===== src/rtl/dm_arbiter_if.sv =====
// Bus bundle between the two DM masters, the arbiter and the 32x8 data memory.
// The master modport is the requester/memory side; the slave modport is the arbiter.
interface dm_arbiter_if #(
    parameter int ADDR_W = 5,
    parameter int DATA_W = 8
);
    logic              m0_req;
    logic              m0_we;
    logic [ADDR_W-1:0] m0_addr;
    logic [DATA_W-1:0] m0_wdata;
    logic              m0_ack;
    logic [DATA_W-1:0] m0_rdata;

    logic              m1_req;
    logic              m1_we;
    logic [ADDR_W-1:0] m1_addr;
    logic [DATA_W-1:0] m1_wdata;
    logic              m1_ack;
    logic [DATA_W-1:0] m1_rdata;

    logic              dm_memWrite;
    logic              dm_memRead;
    logic [ADDR_W-1:0] dm_address;
    logic [DATA_W-1:0] dm_data_in;
    logic [DATA_W-1:0] dm_data_out;

    logic              busy;

    modport master (
        output m0_req, m0_we, m0_addr, m0_wdata,
        input  m0_ack, m0_rdata,
        output m1_req, m1_we, m1_addr, m1_wdata,
        input  m1_ack, m1_rdata,
        input  dm_memWrite, dm_memRead, dm_address, dm_data_in,
        output dm_data_out,
        input  busy
    );

    modport slave (
        input  m0_req, m0_we, m0_addr, m0_wdata,
        output m0_ack, m0_rdata,
        input  m1_req, m1_we, m1_addr, m1_wdata,
        output m1_ack, m1_rdata,
        output dm_memWrite, dm_memRead, dm_address, dm_data_in,
        input  dm_data_out,
        output busy
    );
endinterface


===== src/rtl/dm_arbiter.sv =====
// Two-master arbiter/sequencer for the single DM port: IDLE -> ACCESS -> DONE per transaction.
// Define DM_ARB_FIXED_PRI_EN for fixed priority (m0 first); default is round-robin.
module dm_arbiter #(
    parameter int ADDR_W = 5,
    parameter int DATA_W = 8
) (
    input  logic         clk,
    input  logic         rst_n,
    dm_arbiter_if.slave  bus
);

    typedef enum logic [1:0] {IDLE, ACCESS, DONE} state_t;

    state_t            state_q, state_d;
    logic              last_grant_q, last_grant_d;
    logic              winner_q, winner_d;
    logic              m0_ack_q, m0_ack_d;
    logic              m1_ack_q, m1_ack_d;
    logic [DATA_W-1:0] m0_rdata_q, m0_rdata_d;
    logic [DATA_W-1:0] m1_rdata_q, m1_rdata_d;
    logic              mem_write_q, mem_write_d;
    logic              mem_read_q, mem_read_d;
    logic [ADDR_W-1:0] address_q, address_d;
    logic [DATA_W-1:0] data_in_q, data_in_d;
    logic              busy_q, busy_d;
    logic              pick_m1;
    logic              sel_we;

    // last_grant resets to m1 so that m0 wins the first simultaneous request
    always_ff @(posedge clk or negedge rst_n) begin
        if (!rst_n) begin
            state_q      <= IDLE;
            last_grant_q <= 1'b1;
            winner_q     <= 1'b0;
            m0_ack_q     <= 1'b0;
            m1_ack_q     <= 1'b0;
            m0_rdata_q   <= '0;
            m1_rdata_q   <= '0;
            mem_write_q  <= 1'b0;
            mem_read_q   <= 1'b0;
            address_q    <= '0;
            data_in_q    <= '0;
            busy_q       <= 1'b0;
        end else begin
            state_q      <= state_d;
            last_grant_q <= last_grant_d;
            winner_q     <= winner_d;
            m0_ack_q     <= m0_ack_d;
            m1_ack_q     <= m1_ack_d;
            m0_rdata_q   <= m0_rdata_d;
            m1_rdata_q   <= m1_rdata_d;
            mem_write_q  <= mem_write_d;
            mem_read_q   <= mem_read_d;
            address_q    <= address_d;
            data_in_q    <= data_in_d;
            busy_q       <= busy_d;
        end
    end

    always_comb begin
`ifdef DM_ARB_FIXED_PRI_EN
        pick_m1 = bus.m1_req && !bus.m0_req;
`else
        pick_m1 = bus.m1_req && (!bus.m0_req || !last_grant_q);
`endif
        sel_we = pick_m1 ? bus.m1_we : bus.m0_we;
    end

    always_comb begin
        state_d      = state_q;
        last_grant_d = last_grant_q;
        winner_d     = winner_q;
        m0_ack_d     = 1'b0;
        m1_ack_d     = 1'b0;
        m0_rdata_d   = m0_rdata_q;
        m1_rdata_d   = m1_rdata_q;
        mem_write_d  = 1'b0;
        mem_read_d   = 1'b0;
        address_d    = address_q;
        data_in_d    = data_in_q;

        case (state_q)
            IDLE: begin
                if (bus.m0_req || bus.m1_req) begin
                    winner_d    = pick_m1;
                    address_d   = pick_m1 ? bus.m1_addr : bus.m0_addr;
                    data_in_d   = pick_m1 ? bus.m1_wdata : bus.m0_wdata;
                    mem_write_d = sel_we;
                    mem_read_d  = !sel_we;
                    state_d     = ACCESS;
                end
            end
            ACCESS: begin
                if (mem_read_q) begin
                    if (winner_q) m1_rdata_d = bus.dm_data_out;
                    else          m0_rdata_d = bus.dm_data_out;
                end
                if (winner_q) m1_ack_d = 1'b1;
                else          m0_ack_d = 1'b1;
                last_grant_d = winner_q;
                state_d      = DONE;
            end
            DONE: begin
                state_d = IDLE;
            end
            default: begin
                state_d = IDLE;
            end
        endcase

        busy_d = (state_d != IDLE);
    end

    assign bus.m0_ack      = m0_ack_q;
    assign bus.m1_ack      = m1_ack_q;
    assign bus.m0_rdata    = m0_rdata_q;
    assign bus.m1_rdata    = m1_rdata_q;
    assign bus.dm_memWrite = mem_write_q;
    assign bus.dm_memRead  = mem_read_q;
    assign bus.dm_address  = address_q;
    assign bus.dm_data_in  = data_in_q;
    assign bus.busy        = busy_q;

endmodule


===== src/flat_wrapper.sv =====
// flat-port wrapper written by rule: the top's interface ports become plain ports
module dm_arbiter_flat 
#(
    parameter int ADDR_W = 5,
    parameter int DATA_W = 8
)
  (clk, rst_n, bus_m0_req, bus_m0_we, bus_m0_addr, bus_m0_wdata, bus_m0_ack, bus_m0_rdata, bus_m1_req, bus_m1_we, bus_m1_addr, bus_m1_wdata, bus_m1_ack, bus_m1_rdata, bus_dm_memWrite, bus_dm_memRead, bus_dm_address, bus_dm_data_in, bus_dm_data_out, bus_busy);
  dm_arbiter_if #(.ADDR_W(ADDR_W), .DATA_W(DATA_W)) bus_i ();
  input  logic clk;
  input  logic rst_n;
  input wire logic [$bits(bus_i.m0_req)-1:0] bus_m0_req;
  input wire logic [$bits(bus_i.m0_we)-1:0] bus_m0_we;
  input wire logic [$bits(bus_i.m0_addr)-1:0] bus_m0_addr;
  input wire logic [$bits(bus_i.m0_wdata)-1:0] bus_m0_wdata;
  output wire logic [$bits(bus_i.m0_ack)-1:0] bus_m0_ack;
  output wire logic [$bits(bus_i.m0_rdata)-1:0] bus_m0_rdata;
  input wire logic [$bits(bus_i.m1_req)-1:0] bus_m1_req;
  input wire logic [$bits(bus_i.m1_we)-1:0] bus_m1_we;
  input wire logic [$bits(bus_i.m1_addr)-1:0] bus_m1_addr;
  input wire logic [$bits(bus_i.m1_wdata)-1:0] bus_m1_wdata;
  output wire logic [$bits(bus_i.m1_ack)-1:0] bus_m1_ack;
  output wire logic [$bits(bus_i.m1_rdata)-1:0] bus_m1_rdata;
  output wire logic [$bits(bus_i.dm_memWrite)-1:0] bus_dm_memWrite;
  output wire logic [$bits(bus_i.dm_memRead)-1:0] bus_dm_memRead;
  output wire logic [$bits(bus_i.dm_address)-1:0] bus_dm_address;
  output wire logic [$bits(bus_i.dm_data_in)-1:0] bus_dm_data_in;
  input wire logic [$bits(bus_i.dm_data_out)-1:0] bus_dm_data_out;
  output wire logic [$bits(bus_i.busy)-1:0] bus_busy;
  assign bus_i.m0_req = bus_m0_req;
  assign bus_i.m0_we = bus_m0_we;
  assign bus_i.m0_addr = bus_m0_addr;
  assign bus_i.m0_wdata = bus_m0_wdata;
  assign bus_m0_ack = bus_i.m0_ack;
  assign bus_m0_rdata = bus_i.m0_rdata;
  assign bus_i.m1_req = bus_m1_req;
  assign bus_i.m1_we = bus_m1_we;
  assign bus_i.m1_addr = bus_m1_addr;
  assign bus_i.m1_wdata = bus_m1_wdata;
  assign bus_m1_ack = bus_i.m1_ack;
  assign bus_m1_rdata = bus_i.m1_rdata;
  assign bus_dm_memWrite = bus_i.dm_memWrite;
  assign bus_dm_memRead = bus_i.dm_memRead;
  assign bus_dm_address = bus_i.dm_address;
  assign bus_dm_data_in = bus_i.dm_data_in;
  assign bus_i.dm_data_out = bus_dm_data_out;
  assign bus_busy = bus_i.busy;
  dm_arbiter #(.ADDR_W(ADDR_W), .DATA_W(DATA_W)) u_core (.clk(clk), .rst_n(rst_n), .bus(bus_i));
endmodule

===== config.mk =====
export PLATFORM = sky130hd
export DESIGN_NAME = dm_arbiter_flat
export DESIGN_NICKNAME = d
export VERILOG_FILES = /design/src/rtl/dm_arbiter_if.sv /design/src/rtl/dm_arbiter.sv /design/src/flat_wrapper.sv
export SDC_FILE = /design/constraint.sdc
export NUM_CORES = 1
export LEC_CHECK = 0
export BUFFER_PORTS_ARGS = -buffer_cell sky130_fd_sc_hd__buf_2
export CORE_ASPECT_RATIO = 1.5
export CORE_MARGIN = 2
export CORE_UTILIZATION = 35
export CTS_CLUSTER_DIAMETER = 80
export DETAILED_ROUTE_END_ITERATION = 8
export MAX_ROUTING_LAYER = met4
export PLACE_DENSITY = 0.67
export RECOVER_POWER = 25
export SETUP_SLACK_MARGIN = 0.05
export SLEW_MARGIN = 20
export SYNTH_ARGS = -nofsm -noshare
export SYNTH_HDL_FRONTEND = slang
export SYNTH_SLANG_ARGS = --single-unit

===== constraint.sdc =====
create_clock -name clk -period 1.85 [get_ports clk]
set_input_delay 0.185 -clock clk [delete_from_list [all_inputs] [get_ports clk]]
set_output_delay 0.185 -clock clk [all_outputs]
set_load 0.03 [all_outputs]

==> metrics.csv, run 1 <==
metric;value;unit
Fin. Hold Viols;0;
Synth Warn #;0;
fmax;0.641;GHz
Reg power frac;36.4;%
post-CTS sizing;0;
synth top area cells;dfrtp_1, mux2_2, mux2_4;
Die X;60.0;um
Core Util, Final;47.7;%
num ports;74;
Post-CTS Setup Inserts;0;
HP Class;primary input to async pin;
CP delay by family, top;multiplexers;
Internal Power;2.34;mW
diode count;0;
clk_lat worst skew;0.28;ns
Setup crit start;u_core.last_grant_q$_DFFE_PN1N_;
Synth cell types;18;
overall power;3.99;mW
total CTS buffers;5;
Syn Nets;141;
Seq/Total Area, Yosys;57.8;%
Fin Setup TNS;0;ns
Routed wire per std cell;14.0;um
reg2reg start;u_core.last_grant_q$_DFFE_PN1N_;
vias per inst;4.45;
antenna violations before repair;0;
clock sink count;38;
CP startpoint kind;flop;
sw power;1.65;mW
H-tree depth;2;
Worst Clk Skew;0.00459;ns
worst slew pin tran;0.928;ns
Core Area;4540;um^2
Initial Utilization;36.3;%
CP Cell Sequence;a21bo_1 > buf_12 > mux2_2 > mux2_2;
Syn Area/Cell;16.3;um^2
leakage;1.10;nW
vias in the first global route;1096;
RSZ-0062 raised after global routing;false;
largest net degree at the start of global routing;39;
Yosys top cell area share;56.2;%
most common cell after layout, fill and taps aside;buf_2;
CTS tree;done;
min cycle time layout;1.56;ns
worst path bufs/invs;1;
Mapped Cells;101;
Final Max Slew Viols;0;
std cell rows;30;
most frequent cells in the layout;buf_2, dfrtp_1, mux2_2;
Synth Cell Area;1650;um^2
DRC Markers;0;
max_slew headroom;38.1;%
Worst Path Max Fanout;15;
hpwl dp;2590;um
FF+latch count, synth;38;
max incr delay on CP;0.53;ns
routability cong.;0.706;
Setup Viol. Count Final;0;
first-pass GRT wire length;5200;um
via count;1085;
most frequent CP cell;mux2_2;
Tcrit/Tclk final;84.3;%
Reg-to-Reg End;u_core.bus.dm_address[1]$_DFFE_PN0P_;
buffer depth of the longest clock path;2;
Clock Tree Root;clkbuf_8;
CP required;2.01;ns
fillers;427;
critical path's slowest cell;dfstp_2;
Final Net Count;219;
layout cells sized above 1;71.1;%
IO Port Bufs;73;
Reg2Reg Setup Slack;0.29;ns
WP data arrival;1.72;ns
drt pass-1 iters;3;
hold buffer count at CTS;0;
element type at the critical path end;flop;
Max Cap Violations;0;
Chip Height;88.0;um
Setup crit end;u_core.bus.dm_address[1]$_DFFE_PN0P_;
post-synth top area cell;dfrtp_1;
final wirelength;3400;um
Clock Power Share;14.3;%
status;completed;
post-route ant nets;0;
Max VDD drop;0.000647;V
Clock transition at path regs;0.07;ns
Stages on worst setup path;4;
Switching Share;41.3;%
Comb power frac;49.4;%
PwrDens;1840;nW/um^2
die area;5280;um^2
GRT Residual Overflow;0;
Register-to-Register Path Depth;4;
Layout area overhead;31.6;%
GRT Resource Usage Total;13.8;%
DR iter-0 viols;28;
critical path class;flop to flop;
routing by layer:
| metal | up-vias | part of all wire (%) | GRT usage (%) |
|---|---|---|---|
| met2 | 49 | 52 | 22.9 |
| met3 | 6 | 6.5 | 3.84 |
| met5 | - | 0 | - |
| met4 | 0 | 1.7 | 5.86 |
| met1 | 523 | 40 | 15.0 |
| li1 | 507 | - | - |
flip-flops by register name (all words and copies together) (netlist names), 2 cells and up:
register               count
u_core.bus.dm_data_in      8
u_core.bus.m0_rdata        8
u_core.bus.m1_rdata        8
u_core.bus.dm_address      5
u_core.state_q             2
cell type report:
class	instances	area, um^2	area share [%]
Sequential cell	38	952	43.9
Multi-Input combinational cell	57	641	29.6
Timing Repair Buffer	76	400	18.5
Clock buffer	8	90.1	4.16
Tap cell	64	80.1	3.70
Inverter	1	3.75	0.173
power groups by stage:
stage	combinational (mW)	sequential (mW)	clock [mW]
floorplan	0.709	2.18	0
finish	1.97	1.45	0.569
CTS	2.00	1.46	0.595
global route	2.10	1.51	0.627
detailed placement	2.00	1.47	0
global placement	1.96	1.44	0
cell families (layout without fill, tap and decap cells):
family / Yosys count / in the layout / synth area share (%)
flip-flops: 38 / 38 / 57.8
multiplexers: 45 / 45 / 34.0
AO/OA/AOI/OAI: 1 / 1 / 0.608
buffers and inverters: 6 / 85 / 3.27
AND/OR/NAND/NOR: 11 / 11 / 4.26
stage by stage:
step,hold WS [ns],cells,area (um^2),worst slack (ns)
final,0.0333,244,2170,0.291
after global routing,0.105,244,2170,0.238
after CTS,0.0300,244,2170,0.271
after detailed placement,0.341,236,2080,0.279
after global placement,0.313,236,2080,0.326
after floorplan,-0.111,101,1650,0.326
synthesized netlist by cell type:
cell / n
a21bo_1: 1
and2_1: 3
and3_1: 1
buf_12: 1
buf_4: 2
buf_6: 1
clkbuf_1: 1
dfrtp_1: 37
dfstp_2: 1
inv_1: 1
mux2_2: 28
mux2_4: 15
mux2i_1: 2
nand3_2: 1
nor2_1: 2
nor2b_1: 2
nor3_1: 1
nor3_2: 1
worst min path at each step:
stage	start	endpoint	slack, ns	cells past startpoint
2_1_floorplan	rst_n	u_core.bus.busy$_DFF_PN0_	-0.11	0
3_3_place_gp	rst_n	u_core.bus.busy$_DFF_PN0_	0.31	1
3_5_place_dp	rst_n	u_core.bus.busy$_DFF_PN0_	0.34	1
4_1_cts	rst_n	u_core.bus.busy$_DFF_PN0_	0.03	1
5_1_grt	rst_n	u_core.bus.busy$_DFF_PN0_	0.10	1
6_report	rst_n	u_core.bus.busy$_DFF_PN0_	0.03	1
Note: power is estimated with default switching activity, not from simulation.
==> run 2: changes to the inputs <==
--- a/config.mk
+++ b/config.mk
@@ -5,6 +5,7 @@
 export SDC_FILE = /design/constraint.sdc
 export NUM_CORES = 1
 export LEC_CHECK = 0
+export ABC_AREA = 1
 export BUFFER_PORTS_ARGS = -buffer_cell sky130_fd_sc_hd__buf_2
 export CORE_ASPECT_RATIO = 1.5
 export CORE_MARGIN = 2
@@ -12,7 +13,7 @@
 export CTS_CLUSTER_DIAMETER = 80
 export DETAILED_ROUTE_END_ITERATION = 8
 export MAX_ROUTING_LAYER = met4
-export PLACE_DENSITY = 0.67
+export PLACE_DENSITY = 0.66
 export RECOVER_POWER = 25
 export SETUP_SLACK_MARGIN = 0.05
 export SLEW_MARGIN = 20
==> constraint.sdc (replaced) <==
create_clock -name clk -period 1.61 [get_ports clk]
set_input_delay 0.161 -clock clk [delete_from_list [all_inputs] [get_ports clk]]
set_output_delay 0.161 -clock clk [all_outputs]
set_load 0.03 [all_outputs]
==> run 2 against run 1 <==
  * Total power grew 16%
  * Count of clock-buffer cells in the layout is the same
  * Critical endpoint is now u_core.bus.m1_rdata[3]$_DFFE_PN0P_
  * Global-route usage grew 2.1 points
  * Routed wire length grew 22%
  * Combinational power grew 16%
  * Sequential power grew 16%
  * Highest routed layer unchanged
  * Register-to-register slack gained 0.097 ns
  * Synthesized cell count grew 110%
  * Via count grew 47%
==> metrics.csv, run 2 <==
metric;value;unit;change
Seq/Total Area, Yosys;53.6;%;-4.3 points
overall power;4.63;mW;+16%
Clock Tree Root;clkbuf_8;;
Syn Area/Cell;8.23;um^2;-50%
total CTS buffers;5;;unchanged
hpwl dp;3110;um;+20%
Clock transition at path regs;0.07;ns;about the same
diode count;0;;unchanged
largest net degree at the start of global routing;39;;unchanged
most common cell after layout, fill and taps aside;nand2_1;;
Chip Height;91.3;um;+3.7%
final wirelength;4150;um;+22%
Initial Utilization;36.7;%;+0.42 points
RSZ-0062 raised after global routing;false;;
Tcrit/Tclk final;75.9;%;-8.4 points
drt pass-1 iters;4;;+1
GRT Resource Usage Total;15.9;%;+2.1 points
DR iter-0 viols;104;;+270%
WP data arrival;1.39;ns;-0.33 ns
post-synth top area cell;dfrtp_1;;
Die X;62.2;um;+3.6%
element type at the critical path end;flop;;
Yosys top cell area share;52.1;%;-4.2 points
PwrDens;2020;nW/um^2;+9.9%
DRC Markers;0;;unchanged
Final Max Slew Viols;0;;unchanged
H-tree depth;2;;unchanged
routability cong.;0.823;;+17%
Mapped Cells;216;;+110%
main flop type after synthesis;dfrtp_1;;
FF+latch count, synth;38;;unchanged
via count;1597;;+47%
clk_lat worst skew;0.28;ns;about the same
worst slew pin tran;0.911;ns;-0.0174 ns
num ports;74;;unchanged
Worst Path Max Fanout;8;;-7
Clock Power Share;14.2;%;about the same
GRT Residual Overflow;0;;unchanged
top cells by count, synth;nand2_1, dfrtp_1, inv_1;;
critical path class;flop to flop;;
die area;5680;um^2;+7.5%
post-route ant nets;0;;unchanged
Synth cell types;20;;+2
placed cell areas;2190;um^2;+5.5%
IO Port Bufs;73;;unchanged
Syn Nets;256;;+82%
std cell rows;31;;+3.3%
CP required;1.78;ns;-0.23 ns
Routed wire per std cell;11.5;um;-17%
Max VDD drop;0.000861;V;+33%
first-pass GRT wire length;6890;um;+33%
Setup Viol. Count Final;0;;unchanged
fmax;0.819;GHz;+28%
leakage;1.35;nW;+22%
Worst Clk Skew;0.00482;ns;+0.000230 ns
CP startpoint kind;flop;;
Synth async-reset ratio;100;%;unchanged
number of synthesized flops with an enable pin;0;;unchanged
layout cells sized above 1;31.4;%;-40 points
Core Area;4850;um^2;+6.7%
Max Cap Violations;0;;unchanged
Comb power frac;49.5;%;about the same
Switching Share;47.7;%;+6.4 points
Synth Cell Area;1780;um^2;+8.0%
vias in the first global route;1501;;+37%
Fin Setup TNS;0;ns;unchanged
fillers;496;;+16%
post-layout instance area;2290;um^2;+5.5%
vias per inst;4.45;;about the same
Synth Warn #;0;;unchanged
max_slew headroom;39.3;%;+1.2 points
CTS tree;done;;
clock sink count;38;;unchanged
Layout area overhead;28.6;%;
status;completed;;
Reg power frac;36.3;%;about the same
HP Class;primary input to flop;;
post-placement cell count;350;;+48%
most numerous cell in the Yosys netlist;nand2_1;;
min cycle time layout;1.22;ns;-0.337 ns
Internal Power;2.42;mW;+3.3%
sw power;2.21;mW;+34%
Final Net Count;332;;+52%
most frequent cells in the layout;nand2_1, buf_2, dfrtp_1;;
antenna violations before repair;0;;unchanged
synth top area cells;dfrtp_1, nand2_1, nand3_1;;
final std cells w/o fill;359;;+47%
buffer depth of the longest clock path;2;;unchanged
Fin. Hold Viols;0;;unchanged
post-CTS sizing;0;;unchanged
## run 2: cell types whose count changed in the layout (fill, tap and decap cells not counted), moves of 15 or more
cell     previous run  this run
inv_1               1        32
mux2_2             28         0
mux2_4             15         0
nand2_1             0        79
nand3_1             0        28
nand4_1             0        16
## run 2: path summary, 6_finish.rpt
kind,from,to,slack [ns],depth (start not counted)
worst min register to register,u_core.bus.m1_rdata[6]$_DFFE_PN0P_,u_core.bus.m1_rdata[6]$_DFFE_PN0P_,0.47,2
max in group asynchronous,rst_n,u_core.bus.busy$_DFF_PN0_,0.42,3
worst min-delay path,bus_dm_data_out[0],u_core.bus.m0_rdata[0]$_DFFE_PN0P_,0.15,3
worst max register to register,u_core.state_q[1]$_DFF_PN0_,u_core.bus.m1_rdata[3]$_DFFE_PN0P_,0.39,4
min in group asynchronous,rst_n,u_core.bus.dm_memWrite$_DFF_PN0_,0.63,3
worst max-delay path,u_core.state_q[1]$_DFF_PN0_,u_core.bus.m1_rdata[3]$_DFFE_PN0P_,0.39,4
## run 2: power by group through the flow
stage               Combinational (mW)  Clock [mW]  Sequential [mW]
floorplan                        0.878           0             2.48
global placement                  2.28           0             1.70
detailed placement                2.32           0             1.70
CTS                               2.33       0.682             1.69
global route                      2.51       0.722             1.75
finish                            2.29       0.656             1.68
## run 2: cell type report
type / count / area [um^2] / share of cell area [%]
clock buffers: 8 / 90.1 / 3.94
inverters: 34 / 130 / 5.69
multi-input cells: 133 / 613 / 26.8
flip-flops and latches: 38 / 952 / 41.7
well taps: 66 / 82.6 / 3.61
repair buffers: 80 / 418 / 18.3
## run 2: logic make-up after synthesis
group | count (synthesis) | synth area share (%)
DFF | 38 | 53.6
AOI/OAI and AO/OA | 2 | 0.774
buffers and inverters | 45 | 11.8
and+or+nand+nor | 131 | 33.8
## run 2: layer usage
layer / global-route usage [%] / vias to the layer above / part of all wire, %
met5: - / - / 0
met4: 5.00 / 0 / 1.4
met3: 3.59 / 5 / 6.1
met2: 26.9 / 61 / 51
met1: 18.7 / 707 / 42
li1: - / 824 / -
## run 2: worst max-delay path: stages, from the launching register on
cell and delay (ns):
dfrtp_1 0.38, nor2_1 0.23, nand3_1 0.30, nand2_1 0.14, nand2_1 0.06
## run 2: stage by stage
stage	hold WS [ns]	setup slack [ns]	util, %
after floorplan	-0.135	0.445	-
after global placement	0.228	0.423	45.2
after detailed placement	0.238	0.406	45.2
after CTS	0.143	0.394	47.3
after global routing	0.165	0.200	47.1
final	0.154	0.388	47.1
## run 2: what timing repair did
action	CTS	global route
hold buffers	1	0
hold endpoints to repair	37	0
buffers inserted	0	0
endpoints found under the setup margin	0	0
